`src/rtl/mac_accumulator_if.sv`:
```
// Operand stream, result port and job control for mac_accumulator.
interface mac_accumulator_if #(
  parameter int unsigned DATA_W = 8,
  parameter int unsigned ACC_W  = 19,
  parameter int unsigned OUT_AW = 4
);
  logic              start;
  logic              in_valid;
  logic              in_ready;
  logic [DATA_W-1:0] a_data;
  logic [DATA_W-1:0] b_data;
  logic              res_valid;
  logic              res_ready;
  logic [ACC_W-1:0]  res_data;
  logic [OUT_AW-1:0] res_addr;
  logic              busy;
  logic              done;

  modport master (
    output start, in_valid, a_data, b_data, res_ready,
    input  in_ready, res_valid, res_data, res_addr, busy, done
  );

  modport slave (
    input  start, in_valid, a_data, b_data, res_ready,
    output in_ready, res_valid, res_data, res_addr, busy, done
  );
endinterface

```
`src/rtl/mac_accumulator.sv`:
```
// Dot-product engine: K registered products per result, N_OUT results per job,
// results presented on a valid/ready port tagged with their element index.
module mac_accumulator #(
  parameter int unsigned DATA_W = 8,
  parameter int unsigned K      = 8,
  parameter int unsigned N_OUT  = 16,
  parameter int unsigned ACC_W  = 2 * DATA_W + $clog2(K),
  parameter int unsigned OUT_AW = $clog2(N_OUT)
) (
  input logic               clk,
  input logic               rst,
  mac_accumulator_if.slave  bus
);

  localparam int unsigned KW = (K > 1) ? $clog2(K) : 1;
  localparam int unsigned PW = 2 * DATA_W;

  typedef enum logic [1:0] {StIdle, StRun, StFlush} state_e;

  state_e            state_q, state_d;
  logic [KW-1:0]     k_cnt_q, k_cnt_d;
  logic [OUT_AW-1:0] elem_cnt_q, elem_cnt_d;
  logic [OUT_AW-1:0] out_cnt_q, out_cnt_d;
  logic [PW-1:0]     p_q;
  logic              p_valid_q, p_last_q, p_first_q;
  logic [ACC_W-1:0]  acc_q, acc_d;
  logic              res_valid_q, res_valid_d;
  logic [ACC_W-1:0]  res_data_q, res_data_d;
  logic [OUT_AW-1:0] res_addr_q, res_addr_d;
  logic              done_q;

  logic             in_ready, accept, k_last, elem_last, res_hs, final_hs;
  logic [ACC_W-1:0] sum;

  always_comb begin
    in_ready  = (state_q == StRun) && (!res_valid_q || bus.res_ready);
    accept    = bus.in_valid && in_ready;
    k_last    = (k_cnt_q == KW'(K - 1));
    elem_last = (elem_cnt_q == OUT_AW'(N_OUT - 1));
    res_hs    = res_valid_q && bus.res_ready;
    final_hs  = res_hs && (state_q == StFlush) && (res_addr_q == OUT_AW'(N_OUT - 1));
  end

  always_comb begin
    state_d = state_q;
    unique case (state_q)
      StIdle:  if (bus.start) state_d = StRun;
      StRun:   if (accept && k_last && elem_last) state_d = StFlush;
      StFlush: if (final_hs) state_d = StIdle;
      default: state_d = StIdle;
    endcase
  end

  // Input-side counters track which operand is the last of the job.
  always_comb begin
    k_cnt_d    = k_cnt_q;
    elem_cnt_d = elem_cnt_q;
    if (accept) begin
      k_cnt_d = k_last ? '0 : k_cnt_q + KW'(1);
      if (k_last) elem_cnt_d = elem_last ? '0 : elem_cnt_q + OUT_AW'(1);
    end
  end

  always_comb begin
    sum         = (p_first_q ? '0 : acc_q) + ACC_W'(p_q);
    acc_d       = acc_q;
    res_valid_d = res_valid_q;
    res_data_d  = res_data_q;
    res_addr_d  = res_addr_q;
    out_cnt_d   = out_cnt_q;
    if (res_hs) res_valid_d = 1'b0;
    // A completing product may load a new result in the handshake cycle.
    if (p_valid_q) begin
      acc_d = sum;
      if (p_last_q) begin
        acc_d       = '0;
        res_data_d  = sum;
        res_valid_d = 1'b1;
        res_addr_d  = out_cnt_q;
        out_cnt_d   = (out_cnt_q == OUT_AW'(N_OUT - 1)) ? '0 : out_cnt_q + OUT_AW'(1);
      end
    end
  end

  always_ff @(posedge clk or negedge rst) begin
    if (!rst) begin
      state_q     <= StIdle;
      k_cnt_q     <= '0;
      elem_cnt_q  <= '0;
      out_cnt_q   <= '0;
      p_q         <= '0;
      p_valid_q   <= 1'b0;
      p_last_q    <= 1'b0;
      p_first_q   <= 1'b0;
      acc_q       <= '0;
      res_valid_q <= 1'b0;
      res_data_q  <= '0;
      res_addr_q  <= '0;
      done_q      <= 1'b0;
    end else begin
      state_q     <= state_d;
      k_cnt_q     <= k_cnt_d;
      elem_cnt_q  <= elem_cnt_d;
      out_cnt_q   <= out_cnt_d;
      p_valid_q   <= accept;
      if (accept) begin
        p_q       <= PW'(bus.a_data) * PW'(bus.b_data);
        p_last_q  <= k_last;
        p_first_q <= (k_cnt_q == '0);
      end
      acc_q       <= acc_d;
      res_valid_q <= res_valid_d;
      res_data_q  <= res_data_d;
      res_addr_q  <= res_addr_d;
      done_q      <= final_hs;
    end
  end

  assign bus.in_ready  = in_ready;
  assign bus.res_valid = res_valid_q;
  assign bus.res_data  = res_data_q;
  assign bus.res_addr  = res_addr_q;
  assign bus.busy      = (state_q != StIdle);
  assign bus.done      = done_q;

endmodule

```
`src/flat_wrapper.sv`:
```
// flat-port wrapper written by rule: the top's interface ports become plain ports
module mac_accumulator_flat 
#(
  parameter int unsigned DATA_W = 8,
  parameter int unsigned K      = 8,
  parameter int unsigned N_OUT  = 16,
  parameter int unsigned ACC_W  = 2 * DATA_W + $clog2(K),
  parameter int unsigned OUT_AW = $clog2(N_OUT)
)
  (clk, rst, bus_start, bus_in_valid, bus_a_data, bus_b_data, bus_res_ready, bus_in_ready, bus_res_valid, bus_res_data, bus_res_addr, bus_busy, bus_done);
  mac_accumulator_if #(.DATA_W(DATA_W), .ACC_W(ACC_W), .OUT_AW(OUT_AW)) bus_i ();
  input logic clk;
  input logic rst;
  input wire logic [$bits(bus_i.start)-1:0] bus_start;
  input wire logic [$bits(bus_i.in_valid)-1:0] bus_in_valid;
  input wire logic [$bits(bus_i.a_data)-1:0] bus_a_data;
  input wire logic [$bits(bus_i.b_data)-1:0] bus_b_data;
  input wire logic [$bits(bus_i.res_ready)-1:0] bus_res_ready;
  output wire logic [$bits(bus_i.in_ready)-1:0] bus_in_ready;
  output wire logic [$bits(bus_i.res_valid)-1:0] bus_res_valid;
  output wire logic [$bits(bus_i.res_data)-1:0] bus_res_data;
  output wire logic [$bits(bus_i.res_addr)-1:0] bus_res_addr;
  output wire logic [$bits(bus_i.busy)-1:0] bus_busy;
  output wire logic [$bits(bus_i.done)-1:0] bus_done;
  assign bus_i.start = bus_start;
  assign bus_i.in_valid = bus_in_valid;
  assign bus_i.a_data = bus_a_data;
  assign bus_i.b_data = bus_b_data;
  assign bus_i.res_ready = bus_res_ready;
  assign bus_in_ready = bus_i.in_ready;
  assign bus_res_valid = bus_i.res_valid;
  assign bus_res_data = bus_i.res_data;
  assign bus_res_addr = bus_i.res_addr;
  assign bus_busy = bus_i.busy;
  assign bus_done = bus_i.done;
  mac_accumulator #(.DATA_W(DATA_W), .K(K), .N_OUT(N_OUT), .ACC_W(ACC_W), .OUT_AW(OUT_AW)) u_core (.clk(clk), .rst(rst), .bus(bus_i));
endmodule
```
`config.mk`:
```
export PLATFORM = sky130hd
export DESIGN_NAME = mac_accumulator_flat
export DESIGN_NICKNAME = d
export VERILOG_FILES = /design/src/rtl/mac_accumulator_if.sv /design/src/rtl/mac_accumulator.sv /design/src/flat_wrapper.sv
export SDC_FILE = /design/constraint.sdc
export NUM_CORES = 1
export LEC_CHECK = 0
export BUFFER_PORTS_ARGS = -buffer_cell sky130_fd_sc_hd__buf_2
export CAP_MARGIN = 0
export CORE_MARGIN = 1.5
export CORE_UTILIZATION = 41
export DETAILED_ROUTE_END_ITERATION = 7
export PLACE_DENSITY_LB_ADDON = 0.1
export SETUP_SLACK_MARGIN = 0.5
export SYNTH_ARGS = -nofsm -noshare
export SYNTH_HDL_FRONTEND = slang
export SYNTH_SLANG_ARGS = --single-unit
```
`constraint.sdc`:
```
create_clock -name clk -period 2.75 [get_ports clk]
set_input_delay 0.4125 -clock clk [delete_from_list [all_inputs] [get_ports clk]]
set_output_delay 0.4125 -clock clk [all_outputs]
set_load 0.01 [all_outputs]
```
==> metrics, run 1 <==
die span in y 126 um; top-area cell type share of the netlist area between 30 and 40%; slowest cell on the critical path fa_1; total grt overflow 0; crit path cell chain buf_8 > and2_4 > fa_1 > fa_1 > fa_1 > inv_1 > fa_1 > inv_2 > ha_4 > or2_4 > a211oi_4 > a21oi_1 > o2111ai_1 > nand3b_1; iteration count of the initial detailed-routing pass 4; Synth area leaders dfrtp_1, fa_1, ha_1, nand2_1, and2_1; Max FO, Critical Path 6; peak supply drop roughly 0.48 mV; # setup viols final 11; setup_tns -7.63 ns; Post-synth EDFFs 0; Core ar. approximately 15,000 um^2; period utilization 133%; worst path bufs/invs 3; DR iter-0 viols about 200; antenna cells 0; clock latency at the later pin of the worst-skew pair approximately 0.35 ns; Area Overhead vs Synth 39.6%; Crit Path Class in2reg; max cap viols 0; Post-Synthesis Cells 694; Netlist cell types 63; Main synth FF type dfrtp_1; Critical Path Start Type primary input; syn_nets between 800 and 900; root buf cell clkbuf_16; GPL Wtd Cong 0.914; drt via density approximately 5.2; initial core utilization a little over two fifths; clk sinks 76; GR Util All Layers a little under a fifth; Routed WL roughly 15,000 um; Highest Clock Rate between 0.2 and 0.3 GHz; most common cell in the netlist nand2_1; Synth Area per Inst between 8 and 9 um^2; Worst slew margin between 50% and 60%; status finished with violations; failing checks setup timing; Core Util, Final 59.0%; TritonCTS clock tree yes; Post-DP Area around 7200 um^2; worst path arrival time approximately 3.9 ns; crit end category flip-flop; row count between 40 and 50; vias in the first global route between 5,000 and 6,000; Chip Width between 100 and 150 um; antenna violations before repair 0; sequential area share after synthesis between 30% and 40%; Crit path required time about 3.0 ns; io pins between 40 and 50; Die ar. around 16,000 um^2; Final Skew around 0.011 ns; post-synthesis cell area 6170 um^2; Antenna Violating Nets Remaining 0; DR WL/cell ~15 um; Max Transition Viols Final 0; HP Class in2async; dpl hpwl 11,500 um; Crit path top cell by count fa_1; setup ws final -0.899 ns; Worst-Margin Slew 0.618 ns; Post-synth ARST share between 90% and 100%; clk slew on worst S/H paths 0.06 ns; first-pass GRT wire length about 24,000 um; min cycle time layout about 3.6 ns; largest net degree at the start of global routing 77; Yosys reg bits 76; top cells by count, synth nand2_1, inv_1, dfrtp_1; maximum clock insertion buffer count 2; design area ~8600 um^2; H-tree levels 3; pwr dens ~1200 nW/um^2; CP delay by family, top adder cells; I/O Buffers 47; RSZ-0062 raised after global routing yes; fillers 1,248; slowest stage delay, CP between 0.5 and 0.6 ns; Hold Worst Slack 0.0572 ns; Seq. cell area roughly 1900 um^2; post-synth top area cell dfrtp_1; drc violations 0; CTS buffer count 9; Ys Warns 0; vias ~5,200; multi-input logic area 4700 um^2; Fin. Hold Viols 0; Leakage Power approximately 4.1 nW; nets@finish about 940; share of layout cells above drive strength 1 35.0%
sequential cells by signal, summed over array words and instances, names as in the netlist:
signal / cells
u_core.elem_cnt_q: 4
u_core.p_first_q: 1
u_core.out_cnt_q: 4
u_core.bus.res_addr: 4
u_core.p_q: 16
u_core.acc_q: 19
u_core.p_last_q: 1
u_core.k_cnt_q: 3
u_core.bus.res_valid: 1
u_core.bus.res_data: 19
u_core.bus.done: 1
u_core.p_valid_q: 1
u_core.state_q: 2
power breakdown:
group	total, mW	switching (mW)	internal [mW]
clock network	1.20	0.453	0.749
logic	6.82	3.43	3.38
registers	1.88	0.330	1.55
worst paths after layout:
check | slack (ns) | start | endpoint | cells after the start
max | -0.90 | bus_a_data[4] | u_core.p_q[15] | 14
min | 0.06 | rst | u_core.bus.res_data[4] | 2
max reg2reg | 0.18 | u_core.p_first_q | u_core.acc_q[17] | 10
min reg2reg | 0.46 | u_core.elem_cnt_q[3] | u_core.elem_cnt_q[3] | 1
max in group asynchronous | 2.32 | rst | u_core.p_first_q | 2
min in group clk | 0.31 | bus_res_ready | u_core.bus.done | 3
cell type report:
| class | count | share of cell area (%) |
|---|---|---|
| Multi-Input combinational cell | 513 | 54.7 |
| Sequential cell | 76 | 22.1 |
| Clock buffer | 12 | 2.98 |
| Timing Repair Buffer | 143 | 13.4 |
| Tap cell | 184 | 2.67 |
| Clock inverter | 4 | 0.552 |
| Inverter | 83 | 3.65 |
kinds of logic after synthesis:
logic type | count (synthesis) | synth area share, %
muxes | 2 | 0.345
adders and majority gates | 94 | 23.6
DFF | 76 | 30.8
xor gates and xnor gates | 23 | 3.27
AOI/OAI and AO/OA | 135 | 14.4
and+or+nand+nor | 259 | 21.0
buffers and inverters | 105 | 6.55
through the flow:
step                      setup WS (ns)  cells  power (mW)
after floorplan                   -1.02    694        5.27
after global placement            -1.28    965        6.58
after detailed placement          -1.35    965        6.71
after CTS                        -0.909    986        8.12
after global routing              -1.03   1015        10.6
final                            -0.899   1015        9.90
layer usage:
layer / GRT usage [%] / routed length (um) / vias up
met5: 0 / 0 / -
met4: 7.29 / 277 / 0
met3: 2.55 / 336 / 17
met2: 32.5 / 7780 / 66
met1: 23.8 / 7100 / 2556
li1: - / - / 2606
cell usage in the layout, fill, tap and decap left out, types with 4 or more instances in the layout:
cell type and instances:
nand2_1 95, buf_4 77, dfrtp_1 75, inv_1 72
and2_1 39, ha_1 35, buf_2 34, o21ai_1 31
fa_1 31, buf_6 23, ha_4 20, nor2_1 16
nand3_1 16, and2_4 13, nor3_1 12, a21oi_1 11
o22ai_1 11, inv_2 10, nor2_4 9, clkbuf_16 9
nand2b_1 8, a21o_1 7, xor2_1 7, xnor2_1 7
o21a_1 7, buf_8 7, a21oi_4 6, a21oi_2 6
o21ai_0 6, xnor2_2 6, fa_2 6, nor2b_1 4
nand4_1 4, o211ai_1 4, nand3b_1 4
repair_timing:
action	4_1_cts	5_1_grt
endpoints found under the setup margin	36	39
setup buffers	5	29
hold buffers	0	0
gates resized for setup	54	113
pin swaps	35	67
gates cloned	0	0
Power figures use the tool's default switching activity.
==> run 2: changes to the inputs <==
--- a/config.mk
+++ b/config.mk
@@ -5,9 +5,10 @@
 export SDC_FILE = /design/constraint.sdc
 export NUM_CORES = 1
 export LEC_CHECK = 0
+export ABC_AREA = 1
 export BUFFER_PORTS_ARGS = -buffer_cell sky130_fd_sc_hd__buf_2
 export CAP_MARGIN = 0
-export CORE_MARGIN = 1.5
+export CORE_MARGIN = 2
 export CORE_UTILIZATION = 41
 export DETAILED_ROUTE_END_ITERATION = 7
 export PLACE_DENSITY_LB_ADDON = 0.1
==> metrics, run 2 <==
GR peak layer met2 (unchanged); iteration count of the initial detailed-routing pass 6 (was 4); commonest non-fill, non-tap cell in the layout nand2_1 (unchanged); maximum clock insertion buffer count 2 (unchanged); DR WL/cell 11.9 um (was 15.3 um); total grt overflow 0 (unchanged); top-area cell type share of the netlist area 29.7% (was 30.8%); Final Skew 0.00901 ns (was 0.0111 ns); Highest Clock Rate 0.295 GHz (was 0.274 GHz); GPL Wtd Cong 0.811 (was 0.914); Max FO, Critical Path 6 (unchanged); HP Class in2async (unchanged); Crit Path Class in2reg (unchanged); RSZ-0062 raised after global routing yes (unchanged); CTS buffer count 9 (unchanged); met2 layer usage reported by global route 32.1% (was 32.5%); crit path cell chain buf_12 > nand2_2 > inv_2 > fa_1 > fa_1 > fa_1 > inv_1 > fa_1 > inv_2 > ha_4 > a21oi_4 > nor2_2 > nor2_1 > nand2_1 > xnor2_1 > o21ai_1 (was buf_8 > and2_4 > fa_1 > fa_1 > fa_1 > inv_1 > fa_1 > inv_2 > ha_4 > or2_4 > a211oi_4 > a21oi_1 > o2111ai_1 > nand3b_1); Crit path top cell by count fa_1 (unchanged); CP delay by family, top adder cells (unchanged); Worst slew margin 37.2% (was 58.8%); # setup viols final 11 (unchanged); drc violations 0 (unchanged); Max Transition Viols Final 0 (unchanged); pre-CTS setup slack -1.07 ns (was -1.35 ns); Post-Synthesis Cells 868 (was 694); initial core utilization 42.0% (was 42.3%); post-synth top area cell dfrtp_1 (unchanged); sequential area share after synthesis 29.7% (was 30.8%); Yosys reg bits 76 (unchanged); min cycle time layout 3.39 ns (was 3.65 ns); Antenna Violating Nets Remaining 0 (unchanged); vias 5,362 (was 5,245); share of layout cells above drive strength 1 23.2% (was 35.0%); TritonCTS clock tree yes (unchanged); dpl hpwl 11,000 um (was 11,500 um); Synth area leaders dfrtp_1, nand2_1, fa_1, ha_1, inv_1 (was dfrtp_1, fa_1, ha_1, nand2_1, and2_1); nets@finish 1,063 (was 941); slowest cell on the critical path fa_1 (unchanged); Post-synth ARST share 100% (unchanged); met3 Use GR 1.46% (was 2.55%); pwr dens 559 nW/um^2 (was 1150 nW/um^2); antenna cells 0 (unchanged); top cells by count, synth nand2_1, inv_1, dfrtp_1 (unchanged); setup ws final -0.640 ns (was -0.899 ns); die span in y 129 um (was 126 um); root buf cell clkbuf_16 (unchanged); Main synth FF type dfrtp_1 (unchanged); status finished with violations (unchanged); Routed WL 13,900 um (was 15,500 um); Post-DP Area 7220 um^2 (was 7250 um^2); I/O Buffers 47 (unchanged); most frequent cells in the layout nand2_1, inv_1, dfrtp_1, ha_1 (was nand2_1, buf_4, dfrtp_1, inv_1, and2_1); Ys Warns 0 (unchanged); Critical Path Start Type primary input (unchanged); period utilization 123% (was 133%); Core ar. 15,300 um^2 (was 14,600 um^2); Leakage Power 4.56 nW (was 4.08 nW); Core Util, Final 52.6% (was 59.0%); H-tree levels 3 (unchanged); syn_nets 983 (was 809); drt via density 4.61 (was 5.17); Post-synth EDFFs 0 (unchanged); Netlist cell types 35 (was 63); met1 GRT Util 23.9% (was 23.8%); crit end category flip-flop (unchanged); clk slew on worst S/H paths 0.06 ns (about the same); Total Power 4.49 mW (was 9.90 mW); clk sinks 76 (unchanged); clock latency at the later pin of the worst-skew pair 0.34 ns (was 0.35 ns); Worst-Margin Slew 0.942 ns (was 0.618 ns); antenna violations before repair 0 (unchanged); failing checks setup timing (unchanged); vias in the first global route 5,320 (was 5,085); worst path bufs/invs 4 (was 3); slowest stage delay, CP 0.55 ns (was 0.56 ns); DR iter-0 viols 217 (was 203); Chip Width 129 um (was 126 um); peak supply drop 0.281 mV (was 0.484 mV); design area 8030 um^2 (was 8610 um^2); GR Util All Layers 18.2% (was 18.8%); largest net degree at the start of global routing 77 (unchanged); Fin. Hold Viols 0 (unchanged); max cap viols 0 (unchanged); first-pass GRT wire length 24,500 um (was 23,900 um); post-synthesis cell area 6400 um^2 (was 6170 um^2); Die ar. 16,600 um^2 (was 15,800 um^2); worst path arrival time 3.61 ns (was 3.87 ns); Synth Area per Inst 7.38 um^2 (was 8.89 um^2); Area Overhead vs Synth 25.3% (was 39.6%); most common cell in the netlist nand2_1 (unchanged); row count 45 (was 44); io pins 48 (unchanged); Crit path required time 2.97 ns (about the same)
run 2: changes by cell type after synthesis, moves of 7 or more:
cell	previous run	this run
o21ai_1	34	0
nand2b_1	8	0
nor2_1	28	44
nand3b_1	4	11
and2_1	52	0
inv_1	82	178
nand3_1	19	47
nand2_1	100	269
o22ai_1	15	7
o21ai_0	7	32
run 2: kinds of logic after synthesis:
logic type | share of synthesized area, %
flip-flops | 29.7
XOR/XNOR | 2.05
adder cells (fa/ha/maj) | 22.7
buffers and inverters | 12.9
AO/OA/AOI/OAI | 5.86
AND/OR/NAND/NOR | 26.7
run 2: final timing paths:
path / slack, ns / end / depth (start not counted) / startpoint
max in group asynchronous: 1.93 / u_core.acc_q[18] / 1 / rst
setup reg to reg: 0.68 / u_core.acc_q[8] / 11 / u_core.acc_q[0]
min in group clk: 0.31 / u_core.state_q[0] / 3 / bus_start
hold reg to reg: 0.47 / u_core.bus.res_data[9] / 2 / u_core.bus.res_data[9]
setup / recovery: -0.64 / u_core.p_q[11] / 16 / bus_b_data[2]
hold / removal: 0.22 / u_core.state_q[0] / 1 / rst
run 2: report_power, final:
group | internal (mW) | switching, mW | total [mW]
Sequential | 1.12 | 0.0000000000000000411 | 1.12
Combinational | 1.07 | 1.07 | 2.14
Clock | 0.759 | 0.471 | 1.23
run 2: through the flow:
stage,hold WS [ns],setup TNS [ns],instances
after detailed placement,0.461,-10.30,1141
final,0.218,-5.56,1164
after global routing,0.294,-7.15,1164
after floorplan,0.117,-7.57,868
after CTS,0.264,-5.27,1158
after global placement,0.460,-10.07,1141
run 2: cell type report:
type / count / area (um^2)
clock inverters: 4 / 55.1
clock buffers: 12 / 256
multi-input cells: 581 / 4060
flip-flops and latches: 76 / 1900
fillers: 1529 / 7230
inverters: 183 / 689
well taps: 211 / 264
repair buffers: 97 / 800
run 2: metal layers:
layer,vias up,part of all wire [%]
li1,2822,-
met1,2452,48
met2,76,48
met3,12,2.5
met4,0,1.5
met5,-,0
run 2: repair_timing:
action	CTS	global route
endpoints found under the setup margin	12	26
buffers inserted	1	6
gates resized for setup	68	60
pin swaps	33	30
hold buffers	0	0
